### src/rtl/mc_delay_ctrl.sv
// Delay-line code sequencer: ramps one line's delay-select code toward a target one LSB per step,
// dwelling SettleCycles after each step. Optional macro MC_DELAY_CTRL_LOCK_EN adds lock_i.
module mc_delay_ctrl #(
   parameter int unsigned NumLines     = 2,
   parameter int unsigned DelayWidth   = 4,
   parameter int unsigned SettleCycles = 8,
   parameter int unsigned ResetDelay   = 0,
   parameter int unsigned LineIdxWidth = (NumLines > 1) ? $clog2(NumLines) : 1
) (
   input  logic                             clk_i,
   input  logic                             rst_ni,
`ifdef MC_DELAY_CTRL_LOCK_EN
   input  logic                             lock_i,
`endif
   input  logic                             req_valid_i,
   output logic                             req_ready_o,
   input  logic [LineIdxWidth-1:0]          req_line_i,
   input  logic [DelayWidth-1:0]            req_delay_i,
   output logic [NumLines*DelayWidth-1:0]   delay_o,
   output logic                             busy_o,
   output logic                             done_o,
   output logic                             err_o
);

   localparam int unsigned CntWidth = (SettleCycles > 1) ? $clog2(SettleCycles) : 1;
   localparam logic [CntWidth-1:0]     SettleLoad  = CntWidth'(SettleCycles - 1);
   localparam logic [DelayWidth-1:0]   ResetCode   = DelayWidth'(ResetDelay);
   localparam logic [LineIdxWidth:0]   NumLinesExt = (LineIdxWidth + 1)'(NumLines);

   typedef enum logic [1:0] {StIdle, StStep, StSettle, StDone} state_e;

   state_e                                 state_q;
   logic [LineIdxWidth-1:0]                line_q;
   logic [DelayWidth-1:0]                  target_q;
   logic [CntWidth-1:0]                    cnt_q;
   logic [NumLines-1:0][DelayWidth-1:0]    code_q;
   logic                                   ready_q;
   logic                                   busy_q;
   logic                                   done_q;
   logic                                   err_q;

   logic                                   accept;
   logic                                   line_bad;
   logic [DelayWidth-1:0]                  req_code;
   logic [DelayWidth-1:0]                  cur_code;

`ifdef MC_DELAY_CTRL_LOCK_EN
   // Lock only gates new acceptances; an in-flight ramp is unaffected.
   assign req_ready_o = ready_q & ~lock_i;
`else
   assign req_ready_o = ready_q;
`endif

   assign accept   = req_valid_i & req_ready_o;
   assign line_bad = {1'b0, req_line_i} >= NumLinesExt;
   assign req_code = code_q[req_line_i];
   assign cur_code = code_q[line_q];

   always_ff @(posedge clk_i or negedge rst_ni) begin
      if (!rst_ni) begin
         state_q  <= StIdle;
         line_q   <= '0;
         target_q <= '0;
         cnt_q    <= '0;
         code_q   <= {NumLines{ResetCode}};
         ready_q  <= 1'b1;
         busy_q   <= 1'b0;
         done_q   <= 1'b0;
         err_q    <= 1'b0;
      end else begin
         done_q <= 1'b0;
         err_q  <= 1'b0;
         unique case (state_q)
            StIdle: begin
               if (accept) begin
                  line_q   <= req_line_i;
                  target_q <= req_delay_i;
                  ready_q  <= 1'b0;
                  if (line_bad) begin
                     err_q   <= 1'b1;
                     done_q  <= 1'b1;
                     state_q <= StDone;
                  end else if (req_delay_i == req_code) begin
                     done_q  <= 1'b1;
                     state_q <= StDone;
                  end else begin
                     busy_q  <= 1'b1;
                     state_q <= StStep;
                  end
               end
            end
            StStep: begin
               // Single-LSB move; target differs from current here, so no wrap is possible.
               if (target_q > cur_code) begin
                  code_q[line_q] <= cur_code + 1'b1;
               end else begin
                  code_q[line_q] <= cur_code - 1'b1;
               end
               cnt_q   <= SettleLoad;
               state_q <= StSettle;
            end
            StSettle: begin
               if (cnt_q == '0) begin
                  if (cur_code == target_q) begin
                     busy_q  <= 1'b0;
                     done_q  <= 1'b1;
                     state_q <= StDone;
                  end else begin
                     state_q <= StStep;
                  end
               end else begin
                  cnt_q <= cnt_q - 1'b1;
               end
            end
            StDone: begin
               ready_q <= 1'b1;
               state_q <= StIdle;
            end
            default: state_q <= StIdle;
         endcase
      end
   end

   assign delay_o = code_q;
   assign busy_o  = busy_q;
   assign done_o  = done_q;
   assign err_o   = err_q;

endmodule

### config.mk
export PLATFORM = sky130hd
export DESIGN_NAME = mc_delay_ctrl
export DESIGN_NICKNAME = d
export VERILOG_FILES = /design/src/rtl/mc_delay_ctrl.sv
export SDC_FILE = /design/constraint.sdc
export NUM_CORES = 1
export LEC_CHECK = 0
export BUFFER_PORTS_ARGS = -buffer_cell sky130_fd_sc_hd__buf_2
export CAP_MARGIN = 10
export CORE_AREA = 2 2 50 62
export DETAILED_ROUTE_END_ITERATION = 8
export DIE_AREA = 0 0 52 64
export GPL_TIMING_DRIVEN = 0
export PLACE_DENSITY_LB_ADDON = 0.1
export SYNTH_ARGS = -nofsm -noshare
export SYNTH_HDL_FRONTEND = slang
export SYNTH_SLANG_ARGS = --single-unit
### constraint.sdc
create_clock -name clk_i -period 2.5 [get_ports clk_i]
set_clock_uncertainty 0.1 [all_clocks]
set_input_delay 0.25 -clock clk_i [delete_from_list [all_inputs] [get_ports clk_i]]
set_output_delay 0.25 -clock clk_i [all_outputs]
set_load 0.05 [all_outputs]
# After elaboration in Yosys (flattened, before gate mapping)
# Cells that the tools add are included.
# word_totals
regBits	21
out_inout_bits	12
elab_cells	66
# op_classes
addsub	3
magnitude_cmp	4
eq_ne	10
muxes	28
bitwise_logic	1
n_reduce_logical	11
# op_table
cell	n
$mux 4	5
$bwmux 8	2
$ne 2x2->1 const B	5
$mux 1	9
$eq 4x4->1	2
$mux 2	4
$mux 8	1
$pmux 2 s4	1
$reduce_and 2->1	4
$pmux 1 s2	3
$pmux 3 s2	1
$reduce_bool 2->1	3
$reduce_and 5->1	1
$add 4x1->4 const B	1
$demux 4 s1	1
$eq 2x2->1 const B	2
$gt 4x4->1	1
$lt 1x2->1 const B	2
$sub 4x1->4 const B	1
$logic_not 3->1	1
$mux 3	1
$sub 3x1->3 const B	1
$eq 2x1->1 const B	1
$logic_not 2->1	1
3 further kinds	3

# Logic depth before layout (Yosys ltp)
# Gate-level depths: netlist of run 1.
# depth
ltp_word	6
depth_mapped	7
mapped_depth_nobuf	7

# Worst setup path after synthesis of run 1
# No wires, ideal clock.
# synth_path
path_kind	reg-to-reg
start	register line_q
end	register code_q, in the netlist delay_o[1]
setup_time_ns	0.125
t_arrival_ns	2.208
required_time_ns	2.275
setup_slack_ns	0.068
stages_incl_launch_ff	8
n_path_buf	1
period_less_slack_ns	2.432
cell_sequence	dfrtp_1 -> buf_1 -> mux2i_1 -> ha_1 -> and4_2 -> a211oi_4 -> xnor2_1 -> mux2_2
# synth_via
elab_chain_len	6
# synth_rtl
item	line_no	text
from (decl)	33	logic [LineIdxWidth-1:0] line_q;
from (signal assigned)	76	line_q <= req_line_i;
parallel branches: the longest is 5 deep, another holds $sub 4x1->4	--	
$mux 8 (*)	94	if (target_q > cur_code) begin
to (signal assigned)	65	code_q <= {NumLines{ResetCode}};
to (signal, indexed assignment)	95	code_q[line_q] <= cur_code + 1'b1;
to (signal, indexed assignment)	97	code_q[line_q] <= cur_code - 1'b1;
to (decl)	36	logic [NumLines-1:0][DelayWidth-1:0] code_q;
# Every way passes the cells marked *. The select of a mux whose other input is x is not followed.
# A chain may end at the register's enable or synchronous reset.

# Final worst setup path of run 1
# Ends and elaborated chain as after synthesis.

==> results of run 1 <==
sequential cells by signal, indices dropped and copies added (netlist names), named ones only:
| name | cells |
|---|---|
| cnt_q | 3 |
| busy_o | 1 |
| delay_o | 6 |
| line_q | 1 |
| target_q | 4 |
| done_o | 1 |
| state_q | 2 |
| req_ready_o | 1 |
cells in the final DEF (no fill, tap or decap), types with 2 or more instances in the layout:
master                      n
sky130_fd_sc_hd__dfrtp_1   19
sky130_fd_sc_hd__buf_2     17
sky130_fd_sc_hd__nor2_1    11
sky130_fd_sc_hd__inv_1      8
sky130_fd_sc_hd__mux2i_1    7
sky130_fd_sc_hd__xor2_1     7
sky130_fd_sc_hd__mux2_2     7
sky130_fd_sc_hd__ha_1       7
sky130_fd_sc_hd__o21ai_0    6
sky130_fd_sc_hd__nand2_1    5
sky130_fd_sc_hd__nand4_1    4
sky130_fd_sc_hd__clkbuf_1   4
sky130_fd_sc_hd__mux2i_2    3
sky130_fd_sc_hd__nand2b_1   3
sky130_fd_sc_hd__nand3_1    3
sky130_fd_sc_hd__xnor2_1    3
sky130_fd_sc_hd__a21oi_1    3
sky130_fd_sc_hd__clkbuf_4   3
sky130_fd_sc_hd__mux2i_4    2
sky130_fd_sc_hd__nor2b_1    2
sky130_fd_sc_hd__o41a_1     2
sky130_fd_sc_hd__o22a_1     2
logic make-up (layout without fill, tap and decap cells):
family                     after synthesis  after routing
AOI/OAI and AO/OA                       20             20
xor gates and xnor gates                10             10
adders and majority gates                8              8
buffers and inverters                   14             37
DFF                                     21             21
muxes                                   19             19
other                                    1              1
and+or+nand+nor                         34             34
where the power goes:
part	internal [mW]	total, mW	switching, mW
clock	0.0599	0.168	0.108
sequential	0.466	0.633	0.167
combinational	0.622	1.39	0.769
per-stage QoR:
step	total power [mW]	area, µm²	instances
floorplan	1.57	1310	127
global placement	1.79	1440	178
detailed placement	1.82	1440	178
CTS	2.05	1490	184
global route	2.36	1550	184
finish	2.19	1550	184
worst paths after layout:
kind,start,to
max reg2reg,line_q$_DFFE_PN0P_,delay_o[1]$_DFFE_PN0P_
max,line_q$_DFFE_PN0P_,delay_o[1]$_DFFE_PN0P_
max in group asynchronous,rst_ni,req_ready_o$_DFFE_PN1P_
min,req_delay_i[0],target_q[0]$_DFFE_PN0P_
min in group asynchronous,rst_ni,target_q[0]$_DFFE_PN0P_
min reg2reg,req_ready_o$_DFFE_PN1P_,req_ready_o$_DFFE_PN1P_
layer usage:
| metal | part of all wire [%] | vias up | track usage, % | wire (µm) |
|---|---|---|---|---|
| met5 | 0 | - | 0 | 0 |
| met4 | 1.4 | 0 | 6.91 | 38 |
| met3 | 2.1 | 4 | 2.10 | 58 |
| met2 | 54 | 13 | 34.8 | 1500 |
| met1 | 43 | 500 | 21.4 | 1200 |
| li1 | - | 490 | - | - |
layout make-up:
class	count	area share, %
buffer	6	2.42
clock buffer	3	1.45
clock inverter	1	0.323
inverter	8	1.94
multi-input combinational	92	50.2
sequential	21	34.1
tap	34	2.75
timing repair buffer	19	6.87
timing repair:
| action | in CTS | in global routing |
|---|---|---|
| pin swaps | 1 | 0 |
| hold buffers | 1 | 0 |
| setup buffers | 1 | 0 |
| endpoints found under the setup margin | 7 | 6 |
| resized for setup | 3 | 11 |
| endpoints found under the hold margin | 20 | 0 |
==> flow_summary.toml, run 1 <==
[synth]
synth_top_cells_by_area = "sky130_fd_sc_hd__dfrtp_1 (38%), sky130_fd_sc_hd__mux2i_1 (9.2%), sky130_fd_sc_hd__ha_1 (7.6%)"
synthMostInstantiatedCell = "sky130_fd_sc_hd__dfrtp_1"
syn_area_per_cell_um2 = 10.3
synth_area_leader_cell = "sky130_fd_sc_hd__dfrtp_1"
synth.net_count = 143
synth_seq_cells = 21
synth_area_um2 = 1310
synth_ff_type = "sky130_fd_sc_hd__dfrtp_1"
synth-warning-count = 0
share_of_the_synthesized_area_in_the_top_cell_type_pct = 38.2
synthCells = 127
synth_top_family_by_area = "multiplexers"
muxShareOfSynthArea_pct = 15.2
yosys.area_share.adder_pct = 7.63
compound_gate_portion_of_the_synthesized_area_pct = 11.6
yosysSeqAreaShare_pct = 40.2
synth_async_sr_flop_share_pct = 100
synthTopCellsByCount = "sky130_fd_sc_hd__dfrtp_1 (20), sky130_fd_sc_hd__mux2i_1 (12), sky130_fd_sc_hd__nor2_1 (11), sky130_fd_sc_hd__ha_1 (8), sky130_fd_sc_hd__inv_1 (8)"
post_synth_xor_area_fraction_pct = 6.68
synth_edf_count = 0
synth_area_in_simple_gates_pct = 14.1
yosys.cell_types.count = 35

[setup_path]
critical_path.max_stage_delay_ns = 0.46
timing.critical_path.cells = "buf_8, mux2i_1, ha_1, a211oi_1, a211oi_4, buf_6, xnor2_1, mux2_2"
worst-r2r-cell-count = 8
worstSetupStartpointType = "flip-flop"
number_of_cells_on_the_critical_path = 8
arrival_ns = 2.56
critPathTopFamily = "compound AO/OA/AOI/OAI gates"
worstSetupEndpointType = "flip-flop"
critical_path_class = "reg -> reg"
worstPathMaxFanout = 10
critical_path.slowest_cell = "sky130_fd_sc_hd__dfrtp_2"
worst-r2r-setup-slack_ns = 0.06
critical_path.n_buffers_inverters = 2
crit_required_ns = 2.62

[floorplanning]
floorplan.die.height_um = 64
design.portCount = 20
initial_cell_density_of_the_core_pct = 48.5
dieArea_um2 = 3330
core_um2 = 2710
fp.dieW_um = 52
core.rowCount = 21

[drt]
detailroute.via_count = 1007
route.detailed.wl_per_inst_um = 15.2
detailedRoute.firstIterationViolations = 10
ant_nets = 0
drtPass1Iterations = 4
post-route-drc-count = 0
route.detailed.vias_per_inst = 5.47
detail_route.wirelength_um = 2790

[clocking]
worst_setup_hold_path_clk_slew_ns = 0.12
cts_made_buffers = 3
ctsHtreeMaxLevel = 1
numClockSinks = 21
cts_buffer_depth = 2
clock_latency_ns = 0.32
clock-root-buffer = "sky130_fd_sc_hd__clkbuf_4"
cts_tree = "built"

[timing]
slew-limit-headroom_pct = 53.8
timing_worst_slew_pin_value_ns = 0.692
final-setup-viol-count = 0
achievable-frequency_mhz = 409
final_critical_delay_including_setup_and_external_delays_ns = 2.44
min_period_over_period_pct = 97.7
setup_slack_ns = 0.0566
final_hold_viol_count = 0
fin_tns_setup_ns = 0
drv_slew = 0
fin_worst_hold_slack_ns = 0.0896

[placed_design]
gp_congestion = 0.856
place.port_buffers = 17
place_worst_setup_slack_ns = -0.290
dp_hpwl_um = 2100

[power_and_ir_drop]
p_per_area_nw_per_um2 = 1420
total_leakage_power_nw = 0.710
ir_worst_vdd_v = 0.000804

[grt]
grt_pass1_wl_um = 4770
gr-usage-all-layers_pct = 18.8
antenna_found_initial = 0
grt_pass1_vias = 1075
grt_max_degree = 22
grt-ovfl-total = 0

[layout]
area_growth_pct = 18.1
post_route_utilization_pct = 57.2
area.sequential_um2 = 528
final.fill_count = 250
multi_input_comb_area_um2 = 777
diodes_inserted = 0
drive_above_1_share_pct = 28.7
finalNetCount = 167

[hold_path]
type_of_the_worst_min_delay_path = "in -> reg"
hold-path-cell-count = 2

[outcome]
run_status = "completed"

[run]
maxCapViolCount = 0
Note: power is estimated with default switching activity, not from simulation.
==> inputs of run 2 (changes only) <==
--- a/config.mk
+++ b/config.mk
@@ -12,6 +12,7 @@
 export DIE_AREA = 0 0 52 64
 export GPL_TIMING_DRIVEN = 0
 export PLACE_DENSITY_LB_ADDON = 0.1
+export RECOVER_POWER = 100
 export SYNTH_ARGS = -nofsm -noshare
 export SYNTH_HDL_FRONTEND = slang
 export SYNTH_SLANG_ARGS = --single-unit
==> run 2 against run 1 <==
Against the previous run: sequential cell count did not move; worst setup slack barely moved; sequential share of layout area rose by 0.17 points; sequential power barely moved; maximum frequency barely moved; final cell count did not move; power fell by 0.29%; die area did not move.
==> flow_summary.toml, run 2 (synthesis gave the netlist of run 1 again) <==
[placed_design]
gp_congestion = 0.856
place.detailed.instances = 178
post_dp_cell_area_um2 = 1440
place.port_buffers = 17
dp_hpwl_um = 2100

[timing]
final-setup-viol-count = 0
timing_worst_slew_pin_value_ns = 1.15
min_period_over_period_pct = 97.7
slew-limit-headroom_pct = 23.6
final_critical_delay_including_setup_and_external_delays_ns = 2.44
final_hold_viol_count = 0
achievable-frequency_mhz = 409
fin_worst_hold_slack_ns = 0.0896
drv_slew = 0

[grt]
antenna_found_initial = 0
grt_pass1_wl_um = 4770
grt_pass1_vias = 1075
grt-ovfl-total = 0
gr-usage-all-layers_pct = 18.8
grt_max_degree = 22

[clocking]
clock-root-buffer = "sky130_fd_sc_hd__clkbuf_4"
cts_tree = "built"
ctsHtreeMaxLevel = 1
worst_setup_hold_path_clk_slew_ns = 0.12
cts_buffer_depth = 2
clock_latency_ns = 0.32
numClockSinks = 21
cts_made_buffers = 3

[setup_path]
critical_path.max_stage_delay_ns = 0.46
arrival_ns = 2.56
crit_required_ns = 2.62
critical_path.slowest_cell = "sky130_fd_sc_hd__dfrtp_2"
timing.critical_path.cells = "buf_8, mux2i_1, ha_1, a211oi_1, a211oi_4, buf_6, xnor2_1, mux2_2"
worst-r2r-cell-count = 8
worstSetupEndpointType = "flip-flop"
worstSetupStartpointType = "flip-flop"
worstPathMaxFanout = 10
critical_path_class = "reg -> reg"

[layout]
diodes_inserted = 0
drive_above_1_share_pct = 24.7
layout.cell_area.non_filler_um2 = 1540
largest_register_ffs = 6
most-common-layout-cells = "sky130_fd_sc_hd__dfrtp_1 (19), sky130_fd_sc_hd__buf_2 (12), sky130_fd_sc_hd__nor2_1 (11), sky130_fd_sc_hd__clkbuf_1 (9), sky130_fd_sc_hd__inv_1 (8)"
instances_no_fill = 184
final.fill_count = 252
area_growth_pct = 17.6
finalNetCount = 167
area.sequential_um2 = 528
final_common_cell = "sky130_fd_sc_hd__dfrtp_1"
multi_input_comb_area_um2 = 776

[floorplanning]
design.portCount = 20
core_um2 = 2710
initial_cell_density_of_the_core_pct = 48.5
floorplan.die.height_um = 64
core.rowCount = 21
fp.dieW_um = 52
dieArea_um2 = 3330

[drt]
detail_route.wirelength_um = 2790
ant_nets = 0
route.detailed.vias_per_inst = 5.47
drtPass1Iterations = 4
route.detailed.wl_per_inst_um = 15.2
detailroute.via_count = 1007
post-route-drc-count = 0
detailedRoute.firstIterationViolations = 10

[outcome]
run_status = "completed"

[power_and_ir_drop]
p_per_area_nw_per_um2 = 1420
ir_worst_vdd_v = 0.000804
total_leakage_power_nw = 0.690

[run]
maxCapViolCount = 0

[hold_path]
type_of_the_worst_min_delay_path = "in -> reg"
hold-path-cell-count = 2
## run 2: cell type report
class,instances,share of cell area [%]
multi-input combinational,92,50.3
sequential,21,34.3
timing repair buffer,19,6.49
tap,34,2.76
buffer,6,2.44
inverter,8,1.95
clock buffer,3,1.46
clock inverter,1,0.325
## run 2: stage by stage
| stage | power, mW | setup TNS (ns) | utilization, % | setup slack [ns] |
|---|---|---|---|---|
| final | 2.19 | 0 | 57.0 | 0.0564 |
| after detailed placement | 1.82 | -1.63 | 53.2 | -0.290 |
| after CTS | 2.05 | 0 | 55.1 | 0.00415 |
| after global placement | 1.79 | -1.50 | 53.2 | -0.293 |
| after floorplan | 1.57 | 0 | - | 0.0676 |
| after global routing | 2.35 | -0.0461 | 57.0 | -0.0252 |
## run 2: power by group
part	total [mW]	switching, mW	internal, mW
Combinational	1.39	0.770	0.615
Sequential	0.634	0.167	0.466
Clock	0.168	0.108	0.0599
Total	2.19	1.05	1.14
## run 2: repair_timing
action,in CTS,in global routing
endpoints found under the hold margin,20,0
pin swaps,1,0
hold buffers,1,0
setup buffers,1,0
resized for setup,3,11
endpoints found under the setup margin,7,6
## run 2: metal layers
metal  GRT usage, %  up-vias  part of all wire (%)
li1               -      490                     -
met1           21.4      500                    43
met2           34.8       13                    54
met3           2.10        4                   2.3
met4           6.91        0                   1.4
met5              0        -                     0
## run 2: worst paths after layout
path / slack [ns] / endpoint / from
worst max register to register: 0.06 / delay_o[1]$_DFFE_PN0P_ / line_q$_DFFE_PN0P_
worst min-delay path: 0.09 / target_q[0]$_DFFE_PN0P_ / req_delay_i[0]
min in group asynchronous: 0.56 / target_q[0]$_DFFE_PN0P_ / rst_ni
worst max-delay path: 0.06 / delay_o[1]$_DFFE_PN0P_ / line_q$_DFFE_PN0P_
max in group asynchronous: 0.98 / line_q$_DFFE_PN0P_ / rst_ni
worst min register to register: 0.41 / req_ready_o$_DFFE_PN1P_ / req_ready_o$_DFFE_PN1P_
## run 2: critical path: cells and delay by family, from the launching register on
kind | cells | cell delay, ns
adder cells (fa/ha/maj) | 1 | 0.31
XOR/XNOR | 1 | 0.14
flip-flops | 1 | 0.46
multiplexers | 2 | 0.47
AO/OA/AOI/OAI | 2 | 0.53
buffers and inverters | 2 | 0.32
